==> config.mk <==
export PLATFORM = sky130hd
export DESIGN_NAME = alu_control
export DESIGN_NICKNAME = d
export VERILOG_FILES = /design/src/rtl/alu_pkg.sv /design/src/rtl/alu_control.sv
export SDC_FILE = /design/constraint.sdc
export NUM_CORES = 1
export LEC_CHECK = 0
export ABC_CLOCK_PERIOD_IN_PS = 7650
export CAP_MARGIN = 25
export CORE_AREA = 5 5 42 44
export DETAILED_ROUTE_END_ITERATION = 10
export DIE_AREA = 0 0 47 49
export GPL_TIMING_DRIVEN = 0
export HOLD_SLACK_MARGIN = 0.03
export PLACE_DENSITY_LB_ADDON = 0.12
export SLEW_MARGIN = 30
export SYNTH_ARGS = -nofsm -noshare
export SYNTH_HDL_FRONTEND = slang
export SYNTH_SLANG_ARGS = --single-unit
==> constraint.sdc <==
create_clock -name clk -period 7.65 [get_ports clk]
set_input_delay 1.9125 -clock clk [delete_from_list [all_inputs] [get_ports clk]]
set_output_delay 1.9125 -clock clk [all_outputs]
set_load 0.02 [all_outputs]
==> src/rtl/alu_pkg.sv <==
// Shared encodings for the RV32I ALU-control decoder: ALU operation codes,
// main-decoder ALUOp classes and the two legal func7 patterns.
package alu_pkg;

  typedef enum logic [3:0] {
    ALU_ADD     = 4'b0000,
    ALU_SUB     = 4'b0001,
    ALU_SLL     = 4'b0010,
    ALU_SLT     = 4'b0011,
    ALU_SLTU    = 4'b0100,
    ALU_XOR     = 4'b0101,
    ALU_SRL     = 4'b0110,
    ALU_SRA     = 4'b0111,
    ALU_OR      = 4'b1000,
    ALU_AND     = 4'b1001,
    ALU_PASSB   = 4'b1010,
    ALU_INVALID = 4'b1111
  } alu_op_e;

  typedef enum logic [2:0] {
    CLS_ADD    = 3'b000,
    CLS_LUI    = 3'b001,
    CLS_RTYPE  = 3'b010,
    CLS_BRANCH = 3'b011,
    CLS_RSV4   = 3'b100,
    CLS_ITYPE  = 3'b101,
    CLS_RSV6   = 3'b110,
    CLS_RSV7   = 3'b111
  } aluop_class_e;

  localparam logic [6:0] FUNC7_BASE = 7'b0000000;
  localparam logic [6:0] FUNC7_ALT  = 7'b0100000;

  // Base operation selected by func3 alone, shared by R-type and I-type.
  function automatic alu_op_e func3_op(input logic [2:0] f3);
    unique case (f3)
      3'b000:  return ALU_ADD;
      3'b001:  return ALU_SLL;
      3'b010:  return ALU_SLT;
      3'b011:  return ALU_SLTU;
      3'b100:  return ALU_XOR;
      3'b101:  return ALU_SRL;
      3'b110:  return ALU_OR;
      default: return ALU_AND;
    endcase
  endfunction

endpackage

==> src/rtl/alu_control.sv <==
// Combinational ALU-control decoder (ALUOp class + func3/func7 -> ALU code)
// with a registered sticky flag recording any illegal encoding since reset.
module alu_control
  import alu_pkg::*;
(
  input  logic       clk,
  input  logic       rst_n,
  input  logic [2:0] ALUOp,
  input  logic [2:0] func3,
  input  logic [6:0] func7,
  output logic [3:0] ALUOperation,
  output logic       illegal,
  output logic       illegal_seen
);

  alu_op_e w_op;
  logic    w_illegal;
  logic    w_f7_base;
  logic    w_f7_alt;
  logic    r_illegal_seen;

  assign w_f7_base = (func7 == FUNC7_BASE);
  assign w_f7_alt  = (func7 == FUNC7_ALT);

  always_comb begin
    // NOTE: w_op gets a value before the case so no path can infer a latch;
    // anything not decoded below falls through as INVALID.
    w_op = ALU_INVALID;
    unique case (aluop_class_e'(ALUOp))
      CLS_ADD: w_op = ALU_ADD;
      CLS_LUI: w_op = ALU_PASSB;
      CLS_RTYPE: begin
        unique case (func3)
          3'b000: begin
            if (w_f7_base)     w_op = ALU_ADD;
            else if (w_f7_alt) w_op = ALU_SUB;
          end
          3'b101: begin
            if (w_f7_base)     w_op = ALU_SRL;
            else if (w_f7_alt) w_op = ALU_SRA;
          end
          default: if (w_f7_base) w_op = func3_op(func3);
        endcase
      end
      CLS_BRANCH: begin
        unique case (func3[2:1])
          2'b00:   w_op = ALU_SUB;
          2'b10:   w_op = ALU_SLT;
          2'b11:   w_op = ALU_SLTU;
          default: w_op = ALU_INVALID;
        endcase
      end
      CLS_ITYPE: begin
        unique case (func3)
          3'b001: if (w_f7_base) w_op = ALU_SLL;
          3'b101: begin
            if (w_f7_base)     w_op = ALU_SRL;
            else if (w_f7_alt) w_op = ALU_SRA;
          end
          default: w_op = func3_op(func3);
        endcase
      end
      default: w_op = ALU_INVALID;
    endcase
  end

  // INVALID is only ever produced for an illegal combination.
  assign w_illegal = (w_op == ALU_INVALID);

  always_ff @(posedge clk or negedge rst_n) begin
    // NOTE: non-blocking assignment keeps the flag update race-free with
    // every other flop sampling on the same edge.
    if (!rst_n) r_illegal_seen <= 1'b0;
    else        r_illegal_seen <= r_illegal_seen | w_illegal;
  end

  assign ALUOperation = w_op;
  assign illegal      = w_illegal;
  assign illegal_seen = r_illegal_seen;

endmodule

* Word-level counts from Yosys, hierarchy flattened
Cells that the tools add are included.
** Word-level totals
- Bits in registers :: 1
- Bits of input ports :: 15
- Output and inout bits :: 6
** Operators by class
- Equal/unequal tests :: 14
- Mux-type cells :: 12
- Bitwise gates (word level) :: 1
- Reductions and logical operators :: 4
** Operators by type and width (number)
- $pmux W4 S5 :: 3
- $mux W4 :: 6
- $pmux W4 S2 :: 2
- $eq A3 B2 Y1 const B :: 4
- $eq A3 B3 Y1 const B :: 4
- $pmux W4 S3 :: 1
- $eq A7 B6 Y1 const B :: 1
- $logic_not A7 Y1 :: 1
- $eq A3 B1 Y1 const B :: 2
- $logic_not A3 Y1 :: 2
- $eq A2 B2 Y1 const B :: 2
- $eq A4 B4 Y1 const B :: 1
- $logic_not A2 Y1 :: 1
- $or A1 B1 Y1 :: 1

* Logic depth before layout (Yosys ltp)
- Depth in word-level cells :: 7
- Depth in mapped cells :: 8

* Least setup slack after synthesis
No wires, ideal clock.
- Kind :: input port to output port
- Start :: input port func3[2]
- End :: output port illegal
- Data arrival time :: 3268 ps
- Required time :: 5738 ps
- Setup slack :: 2469 ps
- Stages on the path :: 8
- Path buffers :: 1
- Path through :: buf_6 inv_1 ha_1 or4b_1 o21ai_0 a21oi_1 a211oi_2 nor3_1
** Between the ends
- Cells in the longest elaborated chain, start to end :: 6
- Elaborated cells between the ends (all ways) :: 18
- Classes of those cells :: eq/ne (9); mux (7); reduce/logical (2)
** RTL lines
- from (decl) :: line alu_control.sv:9 : input logic [2:0] func3,
- $eq A3 B3 Y1 (tied with other cells) :: line alu_pkg.sv:36 : unique case (f3)
- $pmux W4 S5 :: line alu_pkg.sv:36
- $mux W4 :: line alu_control.sv:42 : default: if (w_f7_base) w_op = func3_op(func3);
- $pmux W4 S2 :: line alu_control.sv:33 : unique case (func3)
- $pmux W4 S5 * :: line alu_control.sv:29 : unique case (aluop_class_e'(ALUOp))
- $eq A4 B4 Y1 * :: line alu_control.sv:68 : assign w_illegal = (w_op == ALU_INVALID);
- to (decl) :: line alu_control.sv:12 : output logic illegal,
Every way passes the cells marked *; elsewhere a longest branch is shown, timed or not.

* Worst setup path in the final report
- Start :: input port func3[1]
- End :: output port illegal
The elaborated chain is that of the path after synthesis.

==> results_dict.tcl <==
set metrics [dict create \
    status "complete, no violations" \
    slowest_stage "clkdlybuf4s50_1" \
    pwr-share-seq_pct 12.5 \
    cpMostUsedCell "clkdlybuf4s50_1" \
    dr_total_vias 532 \
    final_cell_mix "clkdlybuf4s50_1 (20), inv_1 (6), a21oi_1 (6)" \
    cp-start-kind "input port" \
    grt_pass1_wl_microns 2090 \
    holdBufCountCts 0 \
    num_io_pins 21 \
    cap_violations 0 \
    die-area_sq_um 2300 \
    grt_max_degree 11 \
    fin_cells 100 \
    drtIter0Drc 7 \
    crit_family "buffers and inverters" \
    cts_setup_buffers 0 \
    routedWlPerCell_microns 13.0 \
    maxSlewHeadroom_pct 71.8 \
    synth_edf_count 0 \
    clk_pin_slew_ns 0 \
    grt_overflow 0 \
    first_pass_iters 4 \
    final_common_cell "clkdlybuf4s50_1" \
    crit_path_cell_trace "clkdlybuf4s50_1 -> ha_1 -> or4b_1 -> o21ai_0 -> a21oi_1 -> a211oi_2 -> nor3_1 -> clkdlybuf4s50_1" \
    period_share_pct 83.7 \
    rows 14 \
    synth_area_sq_um 455 \
    fin_nets 104 \
    powerDensity_nw_per_um2 63.9 \
    die_w_microns 47 \
    yosysTopAreaCell "ha_1" \
    hold_viol 0 \
    min_path_type "flop to flop" \
    p_sw_uw 18.2 \
    p_comb_share_pct 87.5 \
    largest_reg_flops 1 \
    synth_top_area_share_pct 8.24 \
    worstPathRequired_ns 5.74 \
    skew_ns 0 \
    peakVddDrop_v 0.0000271 \
    async_reset_ff_share_pct 100 \
    avgSynthCellArea_sq_um 7.12 \
    p_sw_share_pct 42.0 \
    track_usage_pct 11.2 \
    drv_slew 0 \
    fillers 153 \
    place.gp.congestion 0.762 \
    grt_pass1_vias 502 \
    arrival_ns 4.49 \
    leakagePower_uw 0.000283 \
    p_clk_share_pct 0 \
    routed_via_density 5.32 \
    die_h_microns 49 \
    critPathKind "input port to primary output" \
    ys_ff_latch 1 \
    ctsResizeCount 0 \
    final_antenna_net_count 0 \
    finalWirelength_microns 1300 \
    cpPeakStageDelay_ns 0.61 \
    clock.fmax_ghz 0.156 \
    synth-main-ff-cell "dfrtp_1" \
    finalCriticalPeriod_ns 6.40 \
    clock_latency_ns 0 \
    setup_viol 0 \
    path_max_fanout 8 \
    diodes 0 \
    yosysSeqAreaShare_pct 5.49 \
    p_int_uw 25.0 \
    synthDistinctLibCells 37 \
    place_inst 100 \
    coreArea_sq_um 1400 \
    synth_fp_nets 82 \
    tightest_slew_ns 0.413 \
    rsz0062_at_grt "false" \
    antenna_found_initial 0 \
    synth_top_cells_by_area "ha_1 (8.2%), a21oi_1 (6.6%), nor2b_4 (6.0%)" \
    initial_core_util_pct 32.5 \
    io_buffers 20 \
    crit_buf_inv 2 \
    yosysWarnings 0 \
    drive_gt1_share_pct 13.1 \
    areaGrowthSynthToFinish_pct 48.4 \
    endpoint_kind "primary output" \
    syn_inst 64 \
    fin_tns_setup_ns 0 \
    drc 0 \
    hpwl_microns 1060 \
]
through the flow:
step           hold slack (ns)  power, uW  cell area [sq um]  setup slack, ns  utilization (%)
5_1_grt                  0.493       46.6                676             1.13             48.2
3_3_place_gp             0.457       42.9                676             1.26             48.2
4_1_cts                  0.465       43.4                676             1.24             48.2
6_report                 0.456       43.2                676             1.25             48.2
3_5_place_dp             0.463       43.3                676             1.25             48.2
2_1_floorplan            0.577       25.4                455             2.47                -
kinds of logic after synthesis:
family / Yosys count / synth area share, %
fa+ha+maj: 3 / 8.24
simple gates: 26 / 37.6
buf+inv: 8 / 8.51
mux: 1 / 2.20
compound gates: 25 / 37.9
flops: 1 / 5.49
synth_stat cells, drive strengths merged (2+ instances only):
cell type	count
nor2	4
a211oi	2
nor2b	2
a21oi	6
ha	3
or2	3
o22ai	2
and2	2
buf	2
nand2	3
or3	3
and2b	3
inv	6
o21ai	5
worst reg2reg max path, cell delays in order, from the launching register on:
cell     delay, ns
dfrtp_1       0.35
inv_1         0.05
o31ai_1       0.05
path summary, 6_finish.rpt:
| check | startpoint | end | slack [ns] | depth (start not counted) |
|---|---|---|---|---|
| max | func3[1] | illegal | 1.25 | 8 |
| min | illegal_seen | illegal_seen | 0.46 | 2 |
| max reg2reg | illegal_seen | illegal_seen | 7.06 | 2 |
| min reg2reg | illegal_seen | illegal_seen | 0.46 | 2 |
| max in group asynchronous | rst_n | illegal_seen | 5.49 | 1 |
| min in group asynchronous | rst_n | illegal_seen | 2.06 | 1 |
per-layer routing:
layer	track usage (%)	wire [microns]
met2	19.9	624
met1	15.0	577
met5	0	0
met3	0.738	97
met4	0	0
cell type report:
| type | instances | area (sq um) | area share (%) |
|---|---|---|---|
| Buffer | 2 | 16.3 | 2.41 |
| Inverter | 6 | 22.5 | 3.33 |
| Multi-Input combinational cell | 55 | 392 | 58.0 |
| Sequential cell | 1 | 25.0 | 3.70 |
| Tap cell | 16 | 20.0 | 2.96 |
| Timing Repair Buffer | 20 | 200 | 29.6 |
power groups by stage:
stage	clock, uW	combinational [uW]	sequential [uW]
after floorplan	0	20.0	5.39
after global placement	0	37.5	5.39
after detailed placement	0	37.9	5.39
after CTS	0	38.0	5.39
after global routing	0	41.2	5.39
final	0	37.8	5.39
(Power assumes the default switching activity.)
